### src/rtl/periph_io_ctrl_pkg.sv
// Shared constants, register map and bus types for the peripheral I/O controller.
package periph_io_ctrl_pkg;

  localparam int unsigned N_IN    = 19;
  localparam int unsigned ADDR_W  = 3;
  localparam int unsigned DATA_W  = 32;
  localparam int unsigned LED_W   = 16;
  localparam int unsigned COLOR_W = 3;
  localparam int unsigned DUTY_W  = 8;
  localparam int unsigned TONE_W  = 20;

  // RGB register field positions
  localparam int unsigned RGB_C0_LSB   = 0;
  localparam int unsigned RGB_C1_LSB   = 3;
  localparam int unsigned RGB_DUTY_LSB = 8;

  // Register word indices
  localparam logic [ADDR_W-1:0] REG_IN_STATE = ADDR_W'(0);
  localparam logic [ADDR_W-1:0] REG_IN_EDGE  = ADDR_W'(1);
  localparam logic [ADDR_W-1:0] REG_LED      = ADDR_W'(2);
  localparam logic [ADDR_W-1:0] REG_RGB      = ADDR_W'(3);
  localparam logic [ADDR_W-1:0] REG_TONE     = ADDR_W'(4);
  localparam logic [ADDR_W-1:0] REG_IRQ_MASK = ADDR_W'(5);

  typedef enum logic [0:0] {
    ST_IDLE = 1'b0,
    ST_ACK  = 1'b1
  } bus_state_e;

  typedef struct packed {
    logic              we;
    logic [ADDR_W-1:0] addr;
    logic [DATA_W-1:0] wdata;
  } bus_cmd_t;

endpackage

### src/rtl/periph_io_ctrl_if.sv
// CPU-side register bus: one request per two cycles, single-cycle ack pulse.
interface periph_io_ctrl_if;
  import periph_io_ctrl_pkg::*;

  logic              bus_req;
  logic              bus_we;
  logic [ADDR_W-1:0] bus_addr;
  logic [DATA_W-1:0] bus_wdata;
  logic              bus_ack;
  logic [DATA_W-1:0] bus_rdata;

  modport master (output bus_req, bus_we, bus_addr, bus_wdata,
                  input  bus_ack, bus_rdata);
  modport slave  (input  bus_req, bus_we, bus_addr, bus_wdata,
                  output bus_ack, bus_rdata);
endinterface

### src/rtl/periph_io_ctrl_input_debounce.sv
// One board input: 2-flop synchronizer followed by a consecutive-difference debouncer.
module input_debounce #(
  parameter int unsigned DB_CYCLES = 4
) (
  input  logic clk,
  input  logic rst_n,
  input  logic raw,
  output logic state,
  output logic rise_c
);

  localparam int unsigned CNT_W = (DB_CYCLES > 1) ? $clog2(DB_CYCLES) : 1;
  localparam logic [CNT_W-1:0] CNT_LAST = CNT_W'(DB_CYCLES - 1);

  logic [1:0]       sync;
  logic [CNT_W-1:0] cnt;
  logic             differ_c;
  logic             commit_c;

  // Commit happens on the cycle the counter has seen DB_CYCLES differing samples
  always_comb begin
    differ_c = sync[1] ^ state;
    commit_c = differ_c && (cnt == CNT_LAST);
    rise_c   = commit_c && sync[1];
  end

  // Synchronizer chain
  always_ff @(posedge clk or negedge rst_n) begin
    if (!rst_n) sync <= 2'b00;
    else        sync <= {sync[0], raw};
  end

  // Debounce counter and stable state
  always_ff @(posedge clk or negedge rst_n) begin
    if (!rst_n) begin
      cnt   <= '0;
      state <= 1'b0;
    end else if (!differ_c) begin
      cnt <= '0;
    end else if (commit_c) begin
      cnt   <= '0;
      state <= sync[1];
    end else begin
      cnt <= cnt + CNT_W'(1);
    end
  end

endmodule

### src/rtl/periph_io_ctrl.sv
// Memory-mapped board I/O: debounced inputs with edge IRQ, LEDs, PWM RGB and tone output.
module periph_io_ctrl
  import periph_io_ctrl_pkg::*;
#(
  parameter int unsigned DB_CYCLES = 4
) (
  input  logic               clk,
  input  logic               rst,
  periph_io_ctrl_if.slave    bus,
  input  logic [N_IN-1:0]    switches_and_buttons,
  output logic               irq,
  output logic [LED_W-1:0]   LEDs,
  output logic [COLOR_W-1:0] RBG_0,
  output logic [COLOR_W-1:0] RBG_1,
  output logic               sound_L,
  output logic               sound_R
);

  bus_state_e        state, state_next;
  bus_cmd_t          cmd_c;
  logic              accept_c, ack_next;
  logic [DATA_W-1:0] rd_val_c, rdata_next;
  logic              wr_c;

  logic [N_IN-1:0]    in_state, rise_c, in_edge, in_edge_next, irq_mask, irq_mask_next;
  logic [COLOR_W-1:0] col0, col1;
  logic [DUTY_W-1:0]  duty, pwm_cnt;
  logic [TONE_W-1:0]  tone, tone_cnt;

  // Per-bit synchronizer/debouncer
  for (genvar i = 0; i < N_IN; i++) begin : g_in
    input_debounce #(.DB_CYCLES(DB_CYCLES)) u_db (
      .clk    (clk),
      .rst_n  (rst),
      .raw    (switches_and_buttons[i]),
      .state  (in_state[i]),
      .rise_c (rise_c[i])
    );
  end

  // Bus command view and read mux of current register contents
  always_comb begin
    cmd_c = '{we: bus.bus_we, addr: bus.bus_addr, wdata: bus.bus_wdata};
    rd_val_c = '0;
    case (cmd_c.addr)
      REG_IN_STATE: rd_val_c = DATA_W'(in_state);
      REG_IN_EDGE:  rd_val_c = DATA_W'(in_edge);
      REG_LED:      rd_val_c = DATA_W'(LEDs);
      REG_RGB:      rd_val_c = DATA_W'({duty, 2'b00, col1, col0});
      REG_TONE:     rd_val_c = DATA_W'(tone);
      REG_IRQ_MASK: rd_val_c = DATA_W'(irq_mask);
      default:      rd_val_c = '0;
    endcase
  end

  // Bus FSM next state and registered ack/rdata values
  always_comb begin
    state_next = state;
    ack_next   = 1'b0;
    rdata_next = '0;
    accept_c   = 1'b0;
    case (state)
      ST_IDLE: begin
        if (bus.bus_req) begin
          state_next = ST_ACK;
          ack_next   = 1'b1;
          accept_c   = 1'b1;
          if (!cmd_c.we) rdata_next = rd_val_c;
        end
      end
      ST_ACK:  state_next = ST_IDLE;
      default: state_next = ST_IDLE;
    endcase
  end

  // Bus FSM state register
  always_ff @(posedge clk or negedge rst) begin
    if (!rst) begin
      state         <= ST_IDLE;
      bus.bus_ack   <= 1'b0;
      bus.bus_rdata <= '0;
    end else begin
      state         <= state_next;
      bus.bus_ack   <= ack_next;
      bus.bus_rdata <= rdata_next;
    end
  end

  // Edge latch with W1C (set wins) and mask update
  always_comb begin
    wr_c = accept_c && cmd_c.we;
    in_edge_next = in_edge | rise_c;
    if (wr_c && cmd_c.addr == REG_IN_EDGE)
      in_edge_next = (in_edge & ~cmd_c.wdata[N_IN-1:0]) | rise_c;
    irq_mask_next = irq_mask;
    if (wr_c && cmd_c.addr == REG_IRQ_MASK) irq_mask_next = cmd_c.wdata[N_IN-1:0];
  end

  // Control registers and interrupt output
  always_ff @(posedge clk or negedge rst) begin
    if (!rst) begin
      in_edge  <= '0;
      irq_mask <= '0;
      irq      <= 1'b0;
      LEDs     <= '0;
      col0     <= '0;
      col1     <= '0;
      duty     <= '0;
    end else begin
      in_edge  <= in_edge_next;
      irq_mask <= irq_mask_next;
      irq      <= |(in_edge_next & irq_mask_next);
      if (wr_c && cmd_c.addr == REG_LED) LEDs <= cmd_c.wdata[LED_W-1:0];
      if (wr_c && cmd_c.addr == REG_RGB) begin
        col0 <= cmd_c.wdata[RGB_C0_LSB +: COLOR_W];
        col1 <= cmd_c.wdata[RGB_C1_LSB +: COLOR_W];
        duty <= cmd_c.wdata[RGB_DUTY_LSB +: DUTY_W];
      end
    end
  end

  // Free-running PWM for the two RGB LEDs
  always_ff @(posedge clk or negedge rst) begin
    if (!rst) begin
      pwm_cnt <= '0;
      RBG_0   <= '0;
      RBG_1   <= '0;
    end else begin
      pwm_cnt <= pwm_cnt + DUTY_W'(1);
      RBG_0   <= (pwm_cnt < duty) ? col0 : '0;
      RBG_1   <= (pwm_cnt < duty) ? col1 : '0;
    end
  end

  // Square-wave tone: toggle every TONE cycles, silent when TONE is zero
  always_ff @(posedge clk or negedge rst) begin
    if (!rst) begin
      tone     <= '0;
      tone_cnt <= '0;
      sound_L  <= 1'b0;
    end else if (wr_c && cmd_c.addr == REG_TONE) begin
      tone     <= cmd_c.wdata[TONE_W-1:0];
      tone_cnt <= '0;
      sound_L  <= 1'b0;
    end else if (tone == '0) begin
      tone_cnt <= '0;
      sound_L  <= 1'b0;
    end else if (tone_cnt == tone - TONE_W'(1)) begin
      tone_cnt <= '0;
      sound_L  <= ~sound_L;
    end else begin
      tone_cnt <= tone_cnt + TONE_W'(1);
    end
  end

  // Right channel mirrors left
  always_comb sound_R = sound_L;

endmodule

### src/flat_wrapper.sv
// flat-port wrapper written by rule: the top's interface ports become plain ports
module periph_io_ctrl_flat import periph_io_ctrl_pkg::*;
#(
  parameter int unsigned DB_CYCLES = 4
)
  (clk, rst, switches_and_buttons, irq, LEDs, RBG_0, RBG_1, sound_L, sound_R, bus_bus_req, bus_bus_we, bus_bus_addr, bus_bus_wdata, bus_bus_ack, bus_bus_rdata);
  periph_io_ctrl_if bus_i ();
  input  logic clk;
  input  logic rst;
  input  logic [N_IN-1:0] switches_and_buttons;
  output logic irq;
  output logic [LED_W-1:0] LEDs;
  output logic [COLOR_W-1:0] RBG_0;
  output logic [COLOR_W-1:0] RBG_1;
  output logic sound_L;
  output logic sound_R;
  input wire logic [$bits(bus_i.bus_req)-1:0] bus_bus_req;
  input wire logic [$bits(bus_i.bus_we)-1:0] bus_bus_we;
  input wire logic [$bits(bus_i.bus_addr)-1:0] bus_bus_addr;
  input wire logic [$bits(bus_i.bus_wdata)-1:0] bus_bus_wdata;
  output wire logic [$bits(bus_i.bus_ack)-1:0] bus_bus_ack;
  output wire logic [$bits(bus_i.bus_rdata)-1:0] bus_bus_rdata;
  assign bus_i.bus_req = bus_bus_req;
  assign bus_i.bus_we = bus_bus_we;
  assign bus_i.bus_addr = bus_bus_addr;
  assign bus_i.bus_wdata = bus_bus_wdata;
  assign bus_bus_ack = bus_i.bus_ack;
  assign bus_bus_rdata = bus_i.bus_rdata;
  periph_io_ctrl #(.DB_CYCLES(DB_CYCLES)) u_core (.clk(clk), .rst(rst), .bus(bus_i), .switches_and_buttons(switches_and_buttons), .irq(irq), .LEDs(LEDs), .RBG_0(RBG_0), .RBG_1(RBG_1), .sound_L(sound_L), .sound_R(sound_R));
endmodule
### config.mk
export PLATFORM = sky130hd
export DESIGN_NAME = periph_io_ctrl_flat
export DESIGN_NICKNAME = d
export VERILOG_FILES = /design/src/rtl/periph_io_ctrl_pkg.sv /design/src/rtl/periph_io_ctrl_if.sv /design/src/rtl/periph_io_ctrl_input_debounce.sv /design/src/rtl/periph_io_ctrl.sv /design/src/flat_wrapper.sv
export SDC_FILE = /design/constraint.sdc
export NUM_CORES = 1
export LEC_CHECK = 0
export ABC_CLOCK_PERIOD_IN_PS = 7600
export CORE_ASPECT_RATIO = 1.75
export CORE_UTILIZATION = 35
export CTS_BUF_LIST = sky130_fd_sc_hd__clkbuf_8
export CTS_CLUSTER_SIZE = 40
export DETAILED_ROUTE_END_ITERATION = 7
export PLACE_DENSITY = 0.54
export SYNTH_ARGS = -nofsm -noshare
export SYNTH_HDL_FRONTEND = slang
export SYNTH_HIERARCHICAL = 1
export SYNTH_SLANG_ARGS = --single-unit
### constraint.sdc
create_clock -name clk -period 7.6 [get_ports clk]
set_input_delay 1.52 -clock clk [delete_from_list [all_inputs] [get_ports clk]]
set_output_delay 1.52 -clock clk [all_outputs]
set_load 0.1 [all_outputs]
Word-level counts from Yosys, hierarchy flattened

Index checks and enable logic that the tools add are counted.

$add $sub $neg: 22
Magnitude comparators: 1
Eq/ne operators: 25
Multiplexer cells: 55
Bitwise logic cells: 26
Reductions and logical operators: 67

Operators with widths:

| cell                                                | count |
|---|---|
| case mux 20 bit (6 select lines)                    | 1 |
| two-way mux 20 bit                                  | 4 |
| two-way mux 2 bit                                   | 38 |
| two-way mux 32 bit                                  | 2 |
| logical AND 1 bit                                   | 44 |
| adder 2 x 1 -> 2 bit (second input constant)        | 19 |
| AND 19 bit                                          | 2 |
| == test 2 bit (second input constant)               | 19 |
| two-way mux 19 bit                                  | 2 |
| OR 19 bit                                           | 2 |
| AND reduction 2 bit                                 | 19 |
| adder 20 x 1 -> 20 bit (second input constant)      | 1 |
| == test 20 bit                                      | 1 |
| zero test 20 bit                                    | 1 |
| subtractor 20 x 1 -> 20 bit (second input constant) | 1 |
| NOT 19 bit                                          | 1 |
| OR reduction 19 bit                                 | 1 |
| bitwise XOR 1 bit                                   | 19 |
| adder 8 x 1 -> 8 bit (second input constant)        | 1 |
| less-than comparator 8 bit                          | 1 |
| == test 3 x 2 -> 1 bit (second input constant)      | 2 |
| == test 3 bit (second input constant)               | 2 |
| two-way mux 3 bit                                   | 2 |
| two-way mux 1 bit                                   | 5 |
| 5 further kinds                                     | 6 |

Bits in registers: 253
Input port bits: 58
Output and inout port bits: 58
Logic and storage cells: 269

Depth between registers and ports, before layout

Depth in word-level cells: 7
Depth in mapped cells: 11
Depth with buffers taken out: 9

Cells and area by module

The synthesis kept the hierarchy.

By module, submodules not included:

| module         | instances | cells each | area an instance (um^2) | sequential area each (um^2) |
|---|---|---|---|---|
| periph_io_ctrl | 1         | 646        | 7101.8                  | 3628.5 |
| input_debounce | 19        | 13         | 178.9                   | 125.1 |

Least setup slack after synthesis

No wires, ideal clock.

Path type: input to register
From: in bus_bus_addr[0]
To: reg u_core.irq
Setup time: 0.131 ns
Arrival: 3.886 ns
Required time: 7.469 ns
Setup slack: 3.582 ns
Stages on the path: 10
Path buffers: 4
Cells stage by stage: clkbuf_1 > and3_1 > buf_2 > and3_1 > clkbuf_1 > clkbuf_1 > mux2_2 > a22oi_1 > nand4b_1 > or3_1

Word-level cells in the longest chain between the ends: 5
Elaborated cells on any way between the ends: 8
Classes of those cells: eq/ne: 2; mux: 2; bitwise: 1; reduce/logical: 3

Ends and longest elaborated chain:

| item                              | line                  | text |
|---|---|---|
| start, declared                   | flat_wrapper.sv:19    | `input wire logic [$bits(bus_i.bus_addr)-1:0] bus_bus_addr;` |
| == test 3 bit                     | periph_io_ctrl.sv:96  | `if (wr_c && cmd_c.addr == REG_IRQ_MASK) irq_mask_next = cmd_c.wdata[N_IN-1:0];` |
| logical AND 1 bit                 | periph_io_ctrl.sv:96  |  |
| two-way mux 19 bit                | periph_io_ctrl.sv:96  |  |
| named net u_core.irq_mask_next[9] | periph_io_ctrl.sv:25  | `logic [N_IN-1:0] in_state, rise_c, in_edge, in_edge_next, irq_mask, irq_mask_next;` |
| AND 19 bit                        | periph_io_ctrl.sv:112 | `irq <= \|(in_edge_next & irq_mask_next);` |
| OR reduction 19 bit               | periph_io_ctrl.sv:112 |  |
| end signal, assigned              | periph_io_ctrl.sv:112 |  |
| end, declared                     | periph_io_ctrl.sv:11  | `output logic irq,` |

The timed path passes the listed nets, and every way through them passes these cells.
A chain may end at the register's enable or synchronous reset.

Worst setup path after layout

From: in bus_bus_addr[1]
To: reg u_core.irq

Same word-level chain as after synthesis.

==> flow_summary.yaml <==
status:
  status: "complete, no violations"
logic_synthesis:
  yosysWarningCount: 6
  seq_area_frac_synth: 0.5719
  ys_async_sr_fraction: 1.000
  avgSynthCellArea_um2: 11.76
  synthTopCellsByCount: "dfrtp_1, nand2_1, mux2_2"
  yosysMostFrequentCell: "dfrtp_1"
  netlist_instances: 893
  synth.distinct_cells: 60
  ys_ff_latch: 240
  synthTopCellsByArea: "dfrtp_1, mux2_2, a22oi_1"
  syn_area_um2: 10500
  synth_largest_area_cell: "dfrtp_1"
  synth_flop_cell: "dfrtp_1"
  synth_edf_count: 0
  synth_top_area_share: 0.5719
floorplanning:
  core-area_um2: 29390
  dieArea_um2: 30730
  chipWidth_um: 132.9
  die_y_um: 231.1
  pin_count: 116
  initial_core_util: 0.3573
  num_rows: 83
routing:
  dr.pass1.iters: 8
  routed-via-count: 7159
  wl_per_cell_um: 18.83
  viasPerCell: 5.099
  drt-initial-drc-count: 365
  totalWireLength_mm: 26.44
  ant_nets: 0
  drc: 0
timing:
  fin_crit_sh: 0.6266
  setup_viol: 0
  min_period_ns: 4.762
  hold_viol: 0
  rsz0062_at_grt: "no"
  tightest_slew_ns: 1.107
  fin_ws_ns: 2.838
  finalMaxSlewViolations: 0
  slew_headroom: 0.2622
  setup_tns_ns: 0
  hold_ws_ns: 0.3402
  final.setup_skew_ns: 0.02011
  fmax_mhz: 210.0
cells_and_area:
  syn2layout_area_growth_pct: 19.73
  drive_gt1_frac: 0.1518
  fin_util: 0.4278
  fin_area_um2: 12570
  final_cells: 1404
  finalNetCount: 1084
place:
  placed_cells: 1339
  numPortBuffers: 91
  dp_hpwl_mm: 18.15
  dpl_cell_area_um2: 11820
  gp_congestion: 0.8319
  place_ws_ns: 2.322
flow_run:
  max_cap_violations: 0
setup_path:
  crit_fanout: 19
  critPathTopFamily: "simple AND/OR/NAND/NOR gates"
  critPathRequiredTime_ns: 8.02
  r2r_cells: 10
  reg2reg_to: "u_core/tone_cnt[3]"
  path_cells: "clkdlybuf4s50_1, inv_1, and3_1, buf_4, and3_1, mux2_2, a22oi_1, a21bo_2, or3_1"
  r2r_slack_ns: 3.37
  path_class: "input pin to flip-flop"
  cp_slowest_cell: "and3_1"
  r2r_start: "u_core/tone[1]"
  cpPeakStageDelay_ns: 0.92
  path_buf_inv: 3
  worst_ep_arrival_time_ns: 5.19
  startpoint: "bus_bus_addr[1]"
  endpoint_kind: "flip-flop"
  cpMostUsedCell: "and3_1"
  cp-start-kind: "input pin"
min_path:
  min_path_type: "flip-flop to flip-flop"
  hold_end: "u_core/g_in[5].u_db/sync[1]"
  holdPathStages: 0
  hold_start: "u_core/g_in[5].u_db/sync[0]"
clock_tree:
  path_clk_slew_ns: 0.07
  cts_root_buf: "clkbuf_8"
  h-tree-depth: 2
  cts_num_sinks: 240
  clk_latency_ns: 0.55
  post_cts_buffers: 0
  ctsLongestPathBuffers: 3
  cts_tree: "yes"
  cts_hold_buf: 0
  cts_resized: 0
  cts_buffers: 38
pwr:
  p_leak_nw: 5.519
  power_density_nw_per_um2: 329.2
  finalPower_mw: 4.140
  ir_worst_vdd_mv: 0.1982
grt:
  grt_max_degree: 150
  antenna_found_initial: 0
  grt_usage: 0.1782
  overflow: 0
  grt_pass1_wl_mm: 41.85
  grt_pass1_vias: 7564
## how the worst max path moves through the flow
stage / cells past startpoint / slack (ns) / to
6_report: 9 / 2.84 / u_core/irq
3_3_place_gp: 9 / 2.35 / u_core/irq
2_1_floorplan: 10 / 3.58 / u_core/irq
3_5_place_dp: 9 / 2.32 / u_core/irq
4_1_cts: 9 / 2.91 / u_core/irq
5_1_grt: 9 / 2.74 / u_core/irq
## sequential cells by signal, summed over array words and instances, names as in the netlist
signal and cells:
u_core/tone 20, u_core/LEDs 16, u_core/bus.bus_ack 1, u_core/irq 1, u_core/sound_L 1, u_core/g_in.u_db/state 19
u_core/g_in.u_db/cnt 38, u_core/col1 3, u_core/duty 8, u_core/irq_mask 19, u_core/col0 3, u_core/in_edge 19
u_core/RBG_0 3, u_core/bus.bus_rdata 20, u_core/g_in.u_db/sync 38, u_core/tone_cnt 20, u_core/RBG_1 3, u_core/pwm_cnt 8
## placed cells by master, fill, tap and decap left out, types with 15 or more instances in the layout
cell,count
nor2_1,37
xor2_1,21
a22oi_1,55
nor3_1,31
a31oi_1,15
nand3_1,16
nor3_2,20
clkdlybuf4s50_1,90
dfrtp_1,240
mux2_2,60
clkbuf_8,47
nand2_1,64
ha_1,29
xnor2_1,44
nor2b_1,22
o21ai_0,36
inv_1,49
a21o_1,23
## kinds of logic after synthesis
logic type | Yosys count | share of synthesized area
AO/OA/AOI/OAI | 167 | 0.1105
other | 1 | 0.0003571
flip-flops | 240 | 0.5719
AND/OR/NAND/NOR | 244 | 0.1267
adder cells (fa/ha/maj) | 29 | 0.03455
buffers and inverters | 86 | 0.03658
multiplexers | 61 | 0.06529
XOR/XNOR | 65 | 0.05421
## cell type report
type | count | area (um^2)
well taps | 382 | 478.0
diodes | 1 | 2.502
fillers | 2824 | 16820
clock inverters | 17 | 103.9
multi-input cells | 578 | 4187
clock buffers | 47 | 646.9
repair buffers | 102 | 1011
inverters | 37 | 138.9
flip-flops and latches | 240 | 6006
## report_power, final
part / leakage, nW / internal (mW) / switching (mW)
sequential: 3.00 / 1.59 / 0.273
clock: 0.430 / 0.591 / 0.506
combinational: 2.09 / 0.461 / 0.719
## layer usage
layer  part of all wire  vias to the layer above  track usage
met5                  0                        -            0
met3              0.038                       68      0.02647
li1                   -                     3344            -
met1               0.38                     3572       0.1925
met4              0.045                        0      0.09339
met2               0.54                      175       0.3318
Note: power is estimated with default switching activity, not from simulation.
